`config.mk`:
```
export PLATFORM = sky130hd
export DESIGN_NAME = atm_controller_mp
export DESIGN_NICKNAME = d
export VERILOG_FILES = /design/src/rtl/atm_controller_mp.sv
export SDC_FILE = /design/constraint.sdc
export NUM_CORES = 1
export LEC_CHECK = 0
export BUFFER_PORTS_ARGS = -buffer_cell sky130_fd_sc_hd__buf_4
export CAP_MARGIN = 20
export CORE_MARGIN = 2
export CORE_UTILIZATION = 59
export DETAILED_ROUTE_END_ITERATION = 8
export GPL_TIMING_DRIVEN = 0
export MAX_ROUTING_LAYER = met4
export PLACE_DENSITY = 0.88
export SYNTH_ARGS = -nofsm -noshare
export SYNTH_HDL_FRONTEND = slang
export SYNTH_SLANG_ARGS = --single-unit
```
`constraint.sdc`:
```
create_clock -name clk -period 4.4 [get_ports clk]
set_input_delay 0.88 -clock clk [delete_from_list [all_inputs] [get_ports clk]]
set_output_delay 0.88 -clock clk [all_outputs]
set_load 0.02 [all_outputs]
```
`src/rtl/atm_controller_mp.sv`:
```
// Multi-account ATM session controller: card/language/PIN handshake, per-account
// balances with withdraw/deposit checks, PIN lockout and idle-timeout ejection.
module atm_controller_mp #(
  parameter int         NUM_ACCTS = 4,
  parameter int         BAL_W     = 8,
  parameter int         AMT_W     = 6,
  parameter int         INIT_BAL  = 100,
  parameter logic [3:0] PIN_CODE  = 4'b1111,
  parameter int         MAX_TRIES = 3,
  parameter int         TIMEOUT   = 32,
  localparam int        AW        = $clog2(NUM_ACCTS)
) (
  input  logic             clk,
  input  logic             rst,
  input  logic             insert_card,
  input  logic [AW-1:0]    acct_id,
  input  logic             language_chosen,
  input  logic [3:0]       pin,
  input  logic             pin_valid,
  input  logic [1:0]       operation,
  input  logic             op_valid,
  input  logic [AMT_W-1:0] amount,
  input  logic             home_in,
  input  logic             exit,
  output logic [BAL_W-1:0] check_balance,
  output logic [BAL_W-1:0] final_balance,
  output logic             op_done,
  output logic             err_funds,
  output logic             err_ovf,
  output logic             card_eject,
  output logic             locked
);

  localparam int TW = $clog2(MAX_TRIES + 1);
  localparam int IW = $clog2(TIMEOUT + 1);

  typedef enum logic [2:0] {
    S_IDLE  = 3'd0,
    S_LANG  = 3'd1,
    S_PIN   = 3'd2,
    S_MENU  = 3'd3,
    S_EJECT = 3'd4
  } state_t;

  typedef enum logic [1:0] {
    OP_WITHDRAW = 2'b00,
    OP_DEPOSIT  = 2'b01,
    OP_BALANCE  = 2'b10,
    OP_END      = 2'b11
  } op_t;

  state_t               state, state_d;
  logic [AW-1:0]        acct;
  logic [BAL_W-1:0]     bal   [NUM_ACCTS];
  logic [TW-1:0]        tries [NUM_ACCTS];
  logic [NUM_ACCTS-1:0] lock;
  logic [IW-1:0]        idle_cnt;

  logic                 in_session, activity, timed_out, abort;
  logic [BAL_W-1:0]     cur_bal, amt_ext;
  logic [BAL_W:0]       dep_sum;

  logic                 latch_acct, bal_we, tries_inc, tries_clr, lock_set;
  logic                 op_done_d, err_funds_d, err_ovf_d;
  logic [BAL_W-1:0]     bal_d;

  assign in_session = (state == S_LANG) || (state == S_PIN) || (state == S_MENU);
  assign activity   = pin_valid || op_valid || language_chosen || home_in;
  // The counter reaches TIMEOUT on the same edge that moves the FSM to EJECT.
  assign timed_out  = in_session && !activity && (idle_cnt == IW'(TIMEOUT - 1));
  assign abort      = exit || !insert_card || timed_out;

  assign cur_bal = bal[acct];
  assign amt_ext = BAL_W'(amount);
  assign dep_sum = {1'b0, cur_bal} + (BAL_W + 1)'(amount);

  assign check_balance = (state == S_IDLE) ? '0 : cur_bal;
  assign card_eject    = (state == S_EJECT);
  assign locked        = lock[acct];

  // NOTE: every signal gets a default before the case so no path leaves one unassigned (no latches).
  always_comb begin
    state_d     = state;
    latch_acct  = 1'b0;
    bal_we      = 1'b0;
    bal_d       = cur_bal;
    tries_inc   = 1'b0;
    tries_clr   = 1'b0;
    lock_set    = 1'b0;
    op_done_d   = 1'b0;
    err_funds_d = 1'b0;
    err_ovf_d   = 1'b0;

    case (state)
      S_IDLE: begin
        if (insert_card) begin
          latch_acct = 1'b1;
          state_d    = lock[acct_id] ? S_EJECT : S_LANG;
        end
      end

      // home_in is ignored before authentication so it cannot bypass the PIN.
      S_LANG: begin
        if (abort)                state_d = S_EJECT;
        else if (language_chosen) state_d = S_PIN;
      end

      S_PIN: begin
        if (abort) begin
          state_d = S_EJECT;
        end else if (pin_valid) begin
          if (pin == PIN_CODE) begin
            tries_clr = 1'b1;
            state_d   = S_MENU;
          end else begin
            tries_inc = 1'b1;
            if (tries[acct] == TW'(MAX_TRIES - 1)) begin
              lock_set = 1'b1;
              state_d  = S_EJECT;
            end
          end
        end
      end

      S_MENU: begin
        if (abort) begin
          state_d = S_EJECT;
        end else if (op_valid && !home_in) begin
          case (op_t'(operation))
            OP_WITHDRAW: begin
              if (amt_ext <= cur_bal) begin
                bal_we    = 1'b1;
                bal_d     = cur_bal - amt_ext;
                op_done_d = 1'b1;
              end else begin
                err_funds_d = 1'b1;
              end
            end
            OP_DEPOSIT: begin
              if (dep_sum[BAL_W]) begin
                err_ovf_d = 1'b1;
              end else begin
                bal_we    = 1'b1;
                bal_d     = dep_sum[BAL_W-1:0];
                op_done_d = 1'b1;
              end
            end
            OP_BALANCE: op_done_d = 1'b1;
            OP_END:     state_d   = S_EJECT;
          endcase
        end
      end

      S_EJECT: state_d = S_IDLE;

      default: state_d = S_IDLE;
    endcase
  end

  // NOTE: sequential state uses non-blocking assignments so all registers update together at the edge.
  always_ff @(posedge clk) begin
    if (rst) begin
      state         <= S_IDLE;
      acct          <= '0;
      // NOTE: the balance and try arrays are reset element by element because a reset restores every account.
      for (int i = 0; i < NUM_ACCTS; i++) begin
        bal[i]   <= BAL_W'(INIT_BAL);
        tries[i] <= '0;
      end
      lock          <= '0;
      idle_cnt      <= '0;
      op_done       <= 1'b0;
      err_funds     <= 1'b0;
      err_ovf       <= 1'b0;
      final_balance <= '0;
    end else begin
      state <= state_d;
      if (latch_acct) acct <= acct_id;
      if (bal_we)     bal[acct] <= bal_d;
      if (tries_clr)      tries[acct] <= '0;
      else if (tries_inc) tries[acct] <= tries[acct] + 1'b1;
      if (lock_set)   lock[acct] <= 1'b1;
      idle_cnt  <= (in_session && !activity) ? idle_cnt + 1'b1 : '0;
      op_done   <= op_done_d;
      err_funds <= err_funds_d;
      err_ovf   <= err_ovf_d;
      if (state == S_EJECT) final_balance <= cur_bal;
    end
  end

endmodule
```
# ---- Yosys cells after proc, flatten, opt, wreduce, memory -nomap -nowiden
# Memories as Yosys holds them, arrays and structs flattened. A register that Yosys moved wholly into a read port is not among the register bits.
# Cells that the tools add are included.
dict set report totals {
  output_inout_bits 21
  elab_cells 136
  ramBits 40
  inputBits 22
  mem_count 2
  register_bits 26
}
dict set report op_classes {
  n_eq_ne 16
  order_cmp 4
  n_mux 72
  bitwise 7
  reduce_logical 23
  addsub 4
}
# memory words width read_ports rd_clocked_by_memory_dff wr line
set mem_list {}
lappend mem_list {bal 4 8 1 1 4 54} ;# logic [BAL_W-1:0] bal [NUM_ACCTS];
lappend mem_list {tries 4 2 1 1 4 55} ;# logic [TW-1:0] tries [NUM_ACCTS];
# cell n
set op_table {}
lappend op_table {{$mux W8} 7}
lappend op_table {{$mux W1} 39}
lappend op_table {{$mux W3} 11}
lappend op_table {{$mux W2} 8}
lappend op_table {{$pmux W8 S2} 1}
lappend op_table {{$pmux W3 S4} 1}
lappend op_table {{$reduce_or A5 Y1} 2}
lappend op_table {{$add A8 B6 Y9} 1}
lappend op_table {{$le A6 B8 Y1} 1}
lappend op_table {{$reduce_or A8 Y1} 1}
lappend op_table {{$sub A8 B6 Y8} 1}
lappend op_table {{$logic_or A1 B1 Y1} 7}
lappend op_table {{$add A6 B1 Y6 const B} 1}
lappend op_table {{$eq A2 B2 Y1 const B} 3}
lappend op_table {{$eq A3 B2 Y1 const B} 2}
lappend op_table {{$eq A6 B5 Y1 const B} 1}
lappend op_table {{$lt A2 B3 Y1 const B} 2}
lappend op_table {{$ne A3 B2 Y1 const B} 2}
lappend op_table {{$ne A3 B3 Y1 const B} 2}
lappend op_table {{$reduce_and A6 Y1} 1}
lappend op_table {{$not A1 Y1} 5}
lappend op_table {{$bmux W1 S2} 2}
lappend op_table {{$eq A4 B4 Y1 const B} 1}
lappend op_table {{$logic_and A1 B1 Y1} 4}
lappend op_table {{other kinds (17)} 20}

# ---- Longest topological paths before layout
# Gate-level depths: netlist of run 1.
dict set report logic_depth {
  depth_word 16
  ltp_mapped 13
  mapped_depth_nobuf 11
}

# ---- Worst setup path after synthesis of run 1
# No wires, ideal clock.
dict set report synth_path {
  path_type {register -> register}
  startpoint {register with a tool-made name}
  endpoint {memory bal[3][2] (data pin)}
  path_slack_ns 0.922
  period_less_slack_ns 3.478
  t_required_ns 4.130
  t_arrival_ns 3.208
  n_path_buf 2
  stages_incl_launch_ff 11
  setup_ns 0.270
  cell_sequence {dfxtp_1 -> buf_4 -> mux4_2 -> ha_1 -> clkbuf_1 -> nor2_1 -> a221o_1 -> o211ai_1 -> mux2_2 -> a221oi_1 -> nand2b_1}
}
# item line
set synth_rtl {}
lappend synth_rtl {{end, declared} 54}

==> report_table.html, run 1 <==
<table>
<tr><th>Metric</th><th>Value</th></tr>
<tr><th colspan="2">Timing</th></tr>
<tr><td>Setup Skew</td><td>between 10 and 15 ps</td></tr>
<tr><td>Number of max-slew violations in the final report</td><td>0</td></tr>
<tr><td>Final setup violation count</td><td>0</td></tr>
<tr><td>Time the worst path needs with I/O delays and setup</td><td>4150 ps</td></tr>
<tr><td>Maximum clock frequency</td><td>approximately 240 MHz</td></tr>
<tr><td>Final TNS setup</td><td>0 ps</td></tr>
<tr><td>Final Worst Setup Slack</td><td>approximately 250 ps</td></tr>
<tr><td>Rel. slew slack</td><td>approximately 47%</td></tr>
<tr><td>Unrepaired setup endpoints after global routing</td><td>false</td></tr>
<tr><td>Least-Margin Pin Slew</td><td>786 ps</td></tr>
<tr><td>Final hold violation count</td><td>0</td></tr>
<tr><td>Final period utilization</td><td>94.3%</td></tr>
<tr><th colspan="2">Routing</th></tr>
<tr><td>Metal3 WL</td><td>between 600 and 700 µm</td></tr>
<tr><td>Average wire per cell in the routed design</td><td>between 15 and 20 µm</td></tr>
<tr><td>DR iter-0 viols</td><td>between 200 and 300</td></tr>
<tr><td>Overall routed net length</td><td>about 9 mm</td></tr>
<tr><td>DRC violations left</td><td>0</td></tr>
<tr><td>Top routing layer used</td><td>met4</td></tr>
<tr><td>Count of vias placed by the detailed router</td><td>3146</td></tr>
<tr><td>Count of nets left with antenna violations after detail routing</td><td>0</td></tr>
<tr><td>Met2 wire length</td><td>~4.6 mm</td></tr>
<tr><td>Count of TritonRoute iterations in the first routing pass</td><td>5</td></tr>
<tr><td>Vias per cell</td><td>about 6.1</td></tr>
<tr><td>Detailed-route wire length on metal 1</td><td>roughly 3.5 mm</td></tr>
<tr><th colspan="2">Power and ir drop</th></tr>
<tr><td>Total power divided by cell area</td><td>around 320 nW/µm²</td></tr>
<tr><td>Sw power</td><td>~410 µW</td></tr>
<tr><td>Clock share of power</td><td>32.5%</td></tr>
<tr><td>Internal</td><td>1010 µW</td></tr>
<tr><td>Switching share of total power</td><td>28.7%</td></tr>
<tr><td>Leakage power of the design</td><td>roughly 0.0017 µW</td></tr>
<tr><td>Combinational share of power</td><td>around 19%</td></tr>
<tr><td>Reg power frac</td><td>49.0%</td></tr>
<tr><td>Maximum ir drop on the vdd rail</td><td>between 200 and 250 µV</td></tr>
<tr><th colspan="2">Final layout</th></tr>
<tr><td>Leading cell type in the layout, fill and taps excluded</td><td>nor2_1</td></tr>
<tr><td>Number of fill cells</td><td>roughly 510</td></tr>
<tr><td>Sequential cell area</td><td>1760 µm²</td></tr>
<tr><td>Area growth from synthesis to final layout</td><td>15.0%</td></tr>
<tr><td>Most used cells in the layout excluding fill and tap cells</td><td>51 x nor2_1, 42 x buf_4, 40 x nand2_1, 40 x edfxtp_1, 28 x dfxtp_1</td></tr>
<tr><td>Share of cells above drive strength 1</td><td>between 10% and 20%</td></tr>
<tr><td>Total Nets Final</td><td>approximately 480</td></tr>
<tr><td>Multi-input gate area in the final layout</td><td>roughly 1900 µm²</td></tr>
<tr><td>Antenna Cells</td><td>0</td></tr>
<tr><th colspan="2">Synth</th></tr>
<tr><td>Number of storage elements in the synthesis netlist</td><td>68</td></tr>
<tr><td>Mux contribution to synthesized area</td><td>7.65%</td></tr>
<tr><td>Proportion of netlist area held by the largest area contributor</td><td>31.4%</td></tr>
<tr><td>Distinct cell type count after synthesis</td><td>54</td></tr>
<tr><td>Mean instance size in the synthesized netlist</td><td>between 9 and 10 µm²</td></tr>
<tr><td>Area leader, netlist</td><td>edfxtp_1</td></tr>
<tr><td>Dominant combinational cell family by area after synthesis</td><td>simple AND/OR/NAND/NOR gates</td></tr>
<tr><td>Ys Warns</td><td>0</td></tr>
<tr><td>Area fraction in and, or, nand and nor cells after synthesis</td><td>22.2%</td></tr>
<tr><td>Post-synthesis instance area</td><td>between 3000 and 4000 µm²</td></tr>
<tr><td>Synthesized-area fraction occupied by ao, oa, aoi and oai cells</td><td>a little under an eighth</td></tr>
<tr><td>Post-synthesis cell count</td><td>about 390</td></tr>
<tr><td>Asr flop ratio synth</td><td>0%</td></tr>
<tr><td>Adder-Cell Fraction of Synth Area</td><td>~5.9%</td></tr>
<tr><td>Fraction of the yosys area taken by sequential cells</td><td>between 40% and 50%</td></tr>
<tr><td>Biggest area contributors in the synthesized netlist</td><td>edfxtp_1 31%, dfxtp_1 15%, mux4_2 7.1%</td></tr>
<tr><td>Prevailing post-synth register cell</td><td>edfxtp_1</td></tr>
<tr><td>Post-synthesis share of cell area spent on xor and xnor gates</td><td>roughly 2.1%</td></tr>
<tr><td>Number of synthesized flops with an enable pin</td><td>40</td></tr>
<tr><td>Net count after synthesis</td><td>approximately 430</td></tr>
<tr><th colspan="2">CTS</th></tr>
<tr><td>Maximum clock path buffer count</td><td>2</td></tr>
<tr><td>Source-to-sink clock delay at the later pin of the worst-skew pair</td><td>about 340 ps</td></tr>
<tr><td>Number of buffers created by CTS</td><td>9</td></tr>
<tr><td>Total of cells resized after clock tree synthesis</td><td>0</td></tr>
<tr><td>Setup Fix Bufs, Post-CTS</td><td>0</td></tr>
<tr><td>Clock tree sinks</td><td>68</td></tr>
<tr><td>CTS tree</td><td>done</td></tr>
<tr><td>CTS Root Cell</td><td>clkbuf_8</td></tr>
<tr><td>Clk pin slew, worst setup/hold paths</td><td>80 ps</td></tr>
<tr><td>Hold Buf Count CTS</td><td>0</td></tr>
<tr><td>H-tree depth reported by CTS</td><td>3</td></tr>
<tr><th colspan="2">Run status</th></tr>
<tr><td>Run status</td><td>finished, final reports clean</td></tr>
<tr><th colspan="2">Place</th></tr>
<tr><td>Number of port buffers</td><td>40</td></tr>
<tr><td>DPL Wire Length</td><td>~6.7 mm</td></tr>
<tr><td>Worst-case setup slack after placement</td><td>between 300 and 400 ps</td></tr>
<tr><td>Weighted congestion reported at the end of routability-driven placement</td><td>0.977</td></tr>
<tr><th colspan="2">Floorplan</th></tr>
<tr><td>Area inside the core boundary</td><td>about 6300 µm²</td></tr>
<tr><td>Num ports</td><td>between 40 and 50</td></tr>
<tr><td>Effective utilization at floorplan</td><td>about three fifths</td></tr>
<tr><td>Die outline width</td><td>84.5 µm</td></tr>
<tr><td>Area enclosed by the die boundary</td><td>around 7100 µm²</td></tr>
<tr><td>Floorplan row count</td><td>29</td></tr>
<tr><td>Y dimension of the die</td><td>between 80 and 90 µm</td></tr>
<tr><th colspan="2">Critical path</th></tr>
<tr><td>Type of the worst setup path</td><td>register to register</td></tr>
<tr><td>Startpoint type of the worst setup path</td><td>register</td></tr>
<tr><td>Crit-path max cell delay</td><td>~660 ps</td></tr>
<tr><td>CP arrival</td><td>between 4000 and 5000 ps</td></tr>
<tr><td>Endpoint class of the critical path</td><td>register</td></tr>
<tr><td>Worst path buffer plus inverter count</td><td>2</td></tr>
<tr><td>Required time at the worst-slack endpoint</td><td>between 4000 and 5000 ps</td></tr>
<tr><td>Category of cells accounting for the largest share of critical-path delay</td><td>compound AO/OA/AOI/OAI gates</td></tr>
<tr><td>Worst path cell trace</td><td>buf_4, mux4_2, ha_1, clkbuf_1, nor2_1, a221o_1, o211ai_1, mux2_2, a221oi_1, nand2b_1</td></tr>
<tr><td>Maximum net fanout on the critical path</td><td>10</td></tr>
<tr><td>Cell with the biggest individual delay on the critical path</td><td>a221oi_1</td></tr>
<tr><th colspan="2">Global routing</th></tr>
<tr><td>Largest net degree at the start of global routing</td><td>13</td></tr>
<tr><td>First-pass GRT wire length</td><td>~14 mm</td></tr>
<tr><td>Number of global-route vias before repair</td><td>roughly 3100</td></tr>
<tr><td>Initial antenna violation count</td><td>0</td></tr>
<tr><td>GR Util All Layers</td><td>about a quarter</td></tr>
<tr><td>Final global-route overflow total</td><td>0</td></tr>
<tr><th colspan="2">Run</th></tr>
<tr><td>Max-capacitance violation count</td><td>0</td></tr>
<tr><th colspan="2">Hold path</th></tr>
<tr><td>Type of the most critical hold path</td><td>register to register</td></tr>
</table>
## worst paths after layout
kind	startpoint	to	slack (ps)	cells after the start
setup / recovery	register	bal[3][2]	250	10
hold / removal	final_balance[2]	final_balance[2]	460	2
setup reg to reg	register	bal[3][2]	250	10
hold reg to reg	final_balance[2]	final_balance[2]	460	2
## power by group through the flow
stage	clock network [µW]	registers (µW)	logic (µW)
3_3_place_gp	0	708	253
2_1_floorplan	0	710	175
3_5_place_dp	0	710	258
6_report	462	695	262
5_1_grt	488	696	287
4_1_cts	463	695	260
## state kept, by name, summed over array words and instances (netlist names), named ones only
name           cells
acct               2
err_ovf            1
idle_cnt           6
state              3
lock               4
op_done            1
tries              8
err_funds          1
bal               32
final_balance      8
## Yosys cell counts (all sizes together) (5+ instances only)
library cell,instances
nor2b,14
nand2b,15
or2,5
o21ai,11
dfxtp,28
nand3,11
mux4,12
ha,15
inv,19
nor3,5
xnor2,5
a21oi,26
buf,6
edfxtp,40
or3,6
clkbuf,13
o21bai,5
nor2,51
nand2,40
## through the flow
| step | area [µm²] | cells | power (µW) | hold WS, ps | util, % |
|---|---|---|---|---|---|
| finish | 4400 | 519 | 1420 | 456 | 69.7 |
| floorplan | 3830 | 386 | 885 | 430 | - |
| global route | 4400 | 519 | 1470 | 495 | 69.7 |
| detailed placement | 4220 | 503 | 968 | 449 | 66.9 |
| CTS | 4400 | 519 | 1420 | 460 | 69.7 |
| global placement | 4220 | 503 | 961 | 441 | 66.9 |
## cell type report
class | count | share of cell area, %
clock inverter | 6 | 0.881
clock buffer | 10 | 3.13
inverter | 20 | 1.71
tap | 77 | 2.19
multi-input combinational | 279 | 43.3
sequential | 68 | 40.0
buffer | 19 | 1.93
timing repair buffer | 40 | 6.82
## cells by family (layout without fill, tap and decap cells)
logic type | count (synthesis) | count (layout)
and+or+nand+nor | 169 | 169
AOI/OAI and AO/OA | 70 | 70
adders and majority gates | 17 | 17
muxes | 14 | 14
xor gates and xnor gates | 9 | 9
DFF | 68 | 68
buffers and inverters | 39 | 95
## worst min-delay path, cell delays in order, from the launching register on
cell and delay (ps):
dfxtp_1 310, nand2_1 50, a21oi_1 50
## metal layers
metal | up-vias | GRT usage, %
met2 | 142 | 44.9
met3 | 12 | 5.01
li1 | 1481 | -
met4 | 0 | 8.51
met5 | - | -
met1 | 1511 | 31.9
Power figures use the tool's default switching activity.
==> run 2, diff against run 1 <==
--- a/config.mk
+++ b/config.mk
@@ -5,11 +5,11 @@
 export SDC_FILE = /design/constraint.sdc
 export NUM_CORES = 1
 export LEC_CHECK = 0
-export BUFFER_PORTS_ARGS = -buffer_cell sky130_fd_sc_hd__buf_4
 export CAP_MARGIN = 20
 export CORE_MARGIN = 2
-export CORE_UTILIZATION = 59
+export CORE_UTILIZATION = 64
 export DETAILED_ROUTE_END_ITERATION = 8
+export DONT_BUFFER_PORTS = 1
 export GPL_TIMING_DRIVEN = 0
 export MAX_ROUTING_LAYER = met4
 export PLACE_DENSITY = 0.88
==> report_table.html, run 2 (synthesized netlist as in run 1, its figures left out) <==
<table>
<tr><th>Metric</th><th>Value</th></tr>
<tr><th colspan="2">Routing</th></tr>
<tr><td>Average wire per cell in the routed design</td><td>17.5 µm (was 17.0 µm)</td></tr>
<tr><td>Overall routed net length</td><td>8.35 mm (was 8.82 mm)</td></tr>
<tr><td>Vias per cell</td><td>6.14 (was 6.06)</td></tr>
<tr><td>DRC violations left</td><td>0 (unchanged)</td></tr>
<tr><td>Count of TritonRoute iterations in the first routing pass</td><td>5 (unchanged)</td></tr>
<tr><td>Count of vias placed by the detailed router</td><td>2929 (was 3146)</td></tr>
<tr><td>Count of nets left with antenna violations after detail routing</td><td>0 (unchanged)</td></tr>
<tr><td>DR iter-0 viols</td><td>327 (was 272)</td></tr>
<tr><th colspan="2">Critical path</th></tr>
<tr><td>Endpoint class of the critical path</td><td>register (unchanged)</td></tr>
<tr><td>Maximum net fanout on the critical path</td><td>10 (unchanged)</td></tr>
<tr><td>Startpoint type of the worst setup path</td><td>register (unchanged)</td></tr>
<tr><td>Type of the worst setup path</td><td>register to register (unchanged)</td></tr>
<tr><td>Required time at the worst-slack endpoint</td><td>4460 ps (was 4470 ps)</td></tr>
<tr><td>CP arrival</td><td>4130 ps (was 4220 ps)</td></tr>
<tr><th colspan="2">Run status</th></tr>
<tr><td>Run status</td><td>finished, final reports clean (unchanged)</td></tr>
<tr><th colspan="2">Power and ir drop</th></tr>
<tr><td>Maximum ir drop on the vdd rail</td><td>244 µV (was 230 µV)</td></tr>
<tr><td>Internal</td><td>971 µW (was 1010 µW)</td></tr>
<tr><td>Total power divided by cell area</td><td>332 nW/µm² (was 322 nW/µm²)</td></tr>
<tr><td>Sw power</td><td>385 µW (was 407 µW)</td></tr>
<tr><td>Leakage power of the design</td><td>0.00145 µW (was 0.00166 µW)</td></tr>
<tr><td>Clock share of power</td><td>31.8% (was 32.5%)</td></tr>
<tr><td>Combinational share of power</td><td>16.7% (was 18.5%)</td></tr>
<tr><td>Switching share of total power</td><td>28.4% (was 28.7%)</td></tr>
<tr><td>Reg power frac</td><td>51.5% (was 49.0%)</td></tr>
<tr><td>Total power</td><td>1360 µW (was 1420 µW)</td></tr>
<tr><th colspan="2">Global routing</th></tr>
<tr><td>Number of global-route vias before repair</td><td>2769 (was 3053)</td></tr>
<tr><td>Global routing usage on met1</td><td>34.7% (was 31.9%)</td></tr>
<tr><td>Largest net degree at the start of global routing</td><td>13 (unchanged)</td></tr>
<tr><td>Initial antenna violation count</td><td>0 (unchanged)</td></tr>
<tr><td>Met3 layer usage reported by global route</td><td>6.11% (was 5.01%)</td></tr>
<tr><td>Final global-route overflow total</td><td>0 (unchanged)</td></tr>
<tr><td>GR Util All Layers</td><td>28.7% (was 26.4%)</td></tr>
<tr><td>Gr busiest metal</td><td>met2 (unchanged)</td></tr>
<tr><td>M2 GR Usage</td><td>45.6% (was 44.9%)</td></tr>
<tr><td>First-pass GRT wire length</td><td>13.4 mm (was 14.2 mm)</td></tr>
<tr><th colspan="2">Timing</th></tr>
<tr><td>Least-Margin Pin Slew</td><td>749 ps (was 786 ps)</td></tr>
<tr><td>Final setup violation count</td><td>0 (unchanged)</td></tr>
<tr><td>Maximum clock frequency</td><td>246 MHz (was 241 MHz)</td></tr>
<tr><td>Final period utilization</td><td>92.4% (was 94.3%)</td></tr>
<tr><td>Final TNS setup</td><td>0 ps (unchanged)</td></tr>
<tr><td>Final hold violation count</td><td>0 (unchanged)</td></tr>
<tr><td>Rel. slew slack</td><td>49.8% (was 47.4%)</td></tr>
<tr><td>Unrepaired setup endpoints after global routing</td><td>false (unchanged)</td></tr>
<tr><td>Setup Skew</td><td>7.89 ps (was 11.6 ps)</td></tr>
<tr><td>Time the worst path needs with I/O delays and setup</td><td>4060 ps (was 4150 ps)</td></tr>
<tr><td>Number of max-slew violations in the final report</td><td>0 (unchanged)</td></tr>
<tr><th colspan="2">CTS</th></tr>
<tr><td>CTS Root Cell</td><td>clkbuf_8 (unchanged)</td></tr>
<tr><td>H-tree depth reported by CTS</td><td>3 (unchanged)</td></tr>
<tr><td>Setup Fix Bufs, Post-CTS</td><td>0 (unchanged)</td></tr>
<tr><td>Clk pin slew, worst setup/hold paths</td><td>70 ps (was 80 ps)</td></tr>
<tr><td>Clock tree sinks</td><td>68 (unchanged)</td></tr>
<tr><td>Source-to-sink clock delay at the later pin of the worst-skew pair</td><td>350 ps (was 340 ps)</td></tr>
<tr><td>Maximum clock path buffer count</td><td>2 (unchanged)</td></tr>
<tr><td>Number of buffers created by CTS</td><td>9 (unchanged)</td></tr>
<tr><td>Hold Buf Count CTS</td><td>0 (unchanged)</td></tr>
<tr><td>Total of cells resized after clock tree synthesis</td><td>0 (unchanged)</td></tr>
<tr><td>CTS tree</td><td>done (unchanged)</td></tr>
<tr><th colspan="2">Final layout</th></tr>
<tr><td>Most used cells in the layout excluding fill and tap cells</td><td>51 x nor2_1, 40 x nand2_1, 40 x edfxtp_1 (was 51 x nor2_1, 42 x buf_4, 40 x nand2_1, 40 x edfxtp_1, 28 x dfxtp_1)</td></tr>
<tr><td>Area growth from synthesis to final layout</td><td>6.60% (was 15.0%)</td></tr>
<tr><td>Flip-flop count of the largest register after layout</td><td>32 (unchanged)</td></tr>
<tr><td>Sequential cell area</td><td>1760 µm² (unchanged)</td></tr>
<tr><td>Antenna Cells</td><td>0 (unchanged)</td></tr>
<tr><td>Number of fill cells</td><td>427 (was 511)</td></tr>
<tr><td>Register with the highest flop count</td><td>bal (unchanged)</td></tr>
<tr><td>Total Nets Final</td><td>436 (was 476)</td></tr>
<tr><td>Multi-input gate area in the final layout</td><td>1910 µm² (unchanged)</td></tr>
<tr><td>Largest registers in the final layout</td><td>bal: 32 flops, final_balance: 8 flops, tries: 8 flops (unchanged)</td></tr>
<tr><td>Leading cell type in the layout, fill and taps excluded</td><td>nor2_1 (unchanged)</td></tr>
<tr><td>Share of cells above drive strength 1</td><td>11.4% (was 19.9%)</td></tr>
<tr><th colspan="2">Run</th></tr>
<tr><td>Max-capacitance violation count</td><td>0 (unchanged)</td></tr>
<tr><th colspan="2">Floorplan</th></tr>
<tr><td>Die outline width</td><td>81.3 µm (was 84.5 µm)</td></tr>
<tr><td>Y dimension of the die</td><td>81.3 µm (was 84.5 µm)</td></tr>
<tr><td>Effective utilization at floorplan</td><td>65.4% (was 60.6%)</td></tr>
<tr><td>Area inside the core boundary</td><td>5850 µm² (was 6310 µm²)</td></tr>
<tr><td>Area enclosed by the die boundary</td><td>6610 µm² (was 7150 µm²)</td></tr>
<tr><td>Num ports</td><td>43 (unchanged)</td></tr>
<tr><td>Floorplan row count</td><td>28 (was 29)</td></tr>
<tr><th colspan="2">Place</th></tr>
<tr><td>Number of port buffers</td><td>0 (was 40)</td></tr>
<tr><td>Weighted congestion reported at the end of routability-driven placement</td><td>0.966 (was 0.977)</td></tr>
<tr><td>DPL Wire Length</td><td>6.20 mm (was 6.73 mm)</td></tr>
<tr><th colspan="2">Hold path</th></tr>
<tr><td>Type of the most critical hold path</td><td>register to register (unchanged)</td></tr>
</table>
## run 2: cell count changes in the layout (fill, tap and decap cells not counted), sizes merged
cell,before,now
buf,46,6
inv,20,21
clkbuf,23,24
clkinvlp,2,0
## run 2: critical path: stages, from the launching register on
cell and delay, ps:
dfxtp_1 310, buf_4 220, mux4_2 590, ha_1 300, clkbuf_1 360, nor2_1 80
a221o_1 390, o211ai_1 390, mux2_2 380, a221oi_1 630, nand2_1 110
## run 2: worst paths after layout
| kind | start | endpoint | slack (ps) | depth (start not counted) |
|---|---|---|---|---|
| setup / recovery | register | bal[2][2] | 340 | 10 |
| hold / removal | idle_cnt[0] | idle_cnt[0] | 480 | 1 |
| setup reg to reg | register | bal[2][2] | 340 | 10 |
| hold reg to reg | idle_cnt[0] | idle_cnt[0] | 480 | 1 |
## run 2: power by group through the flow
| stage | clock network [µW] | registers (µW) | logic (µW) |
|---|---|---|---|
| 2_1_floorplan | 0 | 710 | 175 |
| 3_3_place_gp | 0 | 712 | 216 |
| 3_5_place_dp | 0 | 713 | 221 |
| 4_1_cts | 435 | 699 | 224 |
| 5_1_grt | 459 | 700 | 249 |
| 6_report | 431 | 699 | 226 |
## run 2: final cells by class
class	instances	share of cell area, %
Sequential cell	68	43.2
Tap cell	75	2.30
Inverter	20	1.84
Clock inverter	5	0.675
Multi-Input combinational cell	279	46.7
Clock buffer	11	3.22
Buffer	19	2.09
## run 2: stage by stage
step / area [µm²] / instances / util (%) / worst slack (ps) / hold slack [ps]
after detailed placement: 3920 / 461 / 67.0 / 355 / 463
after floorplan: 3830 / 386 / - / 922 / 430
after global routing: 4080 / 477 / 69.7 / 28.8 / 493
after global placement: 3920 / 461 / 67.0 / 414 / 443
after CTS: 4080 / 477 / 69.7 / 329 / 481
final: 4080 / 477 / 69.7 / 336 / 480
## run 2: metal layers
layer	part of all wire (%)	vias to the layer above
li1	-	1400
met1	41	1382
met2	48	120
met3	7.3	27
met4	3.4	0
met5	0	-
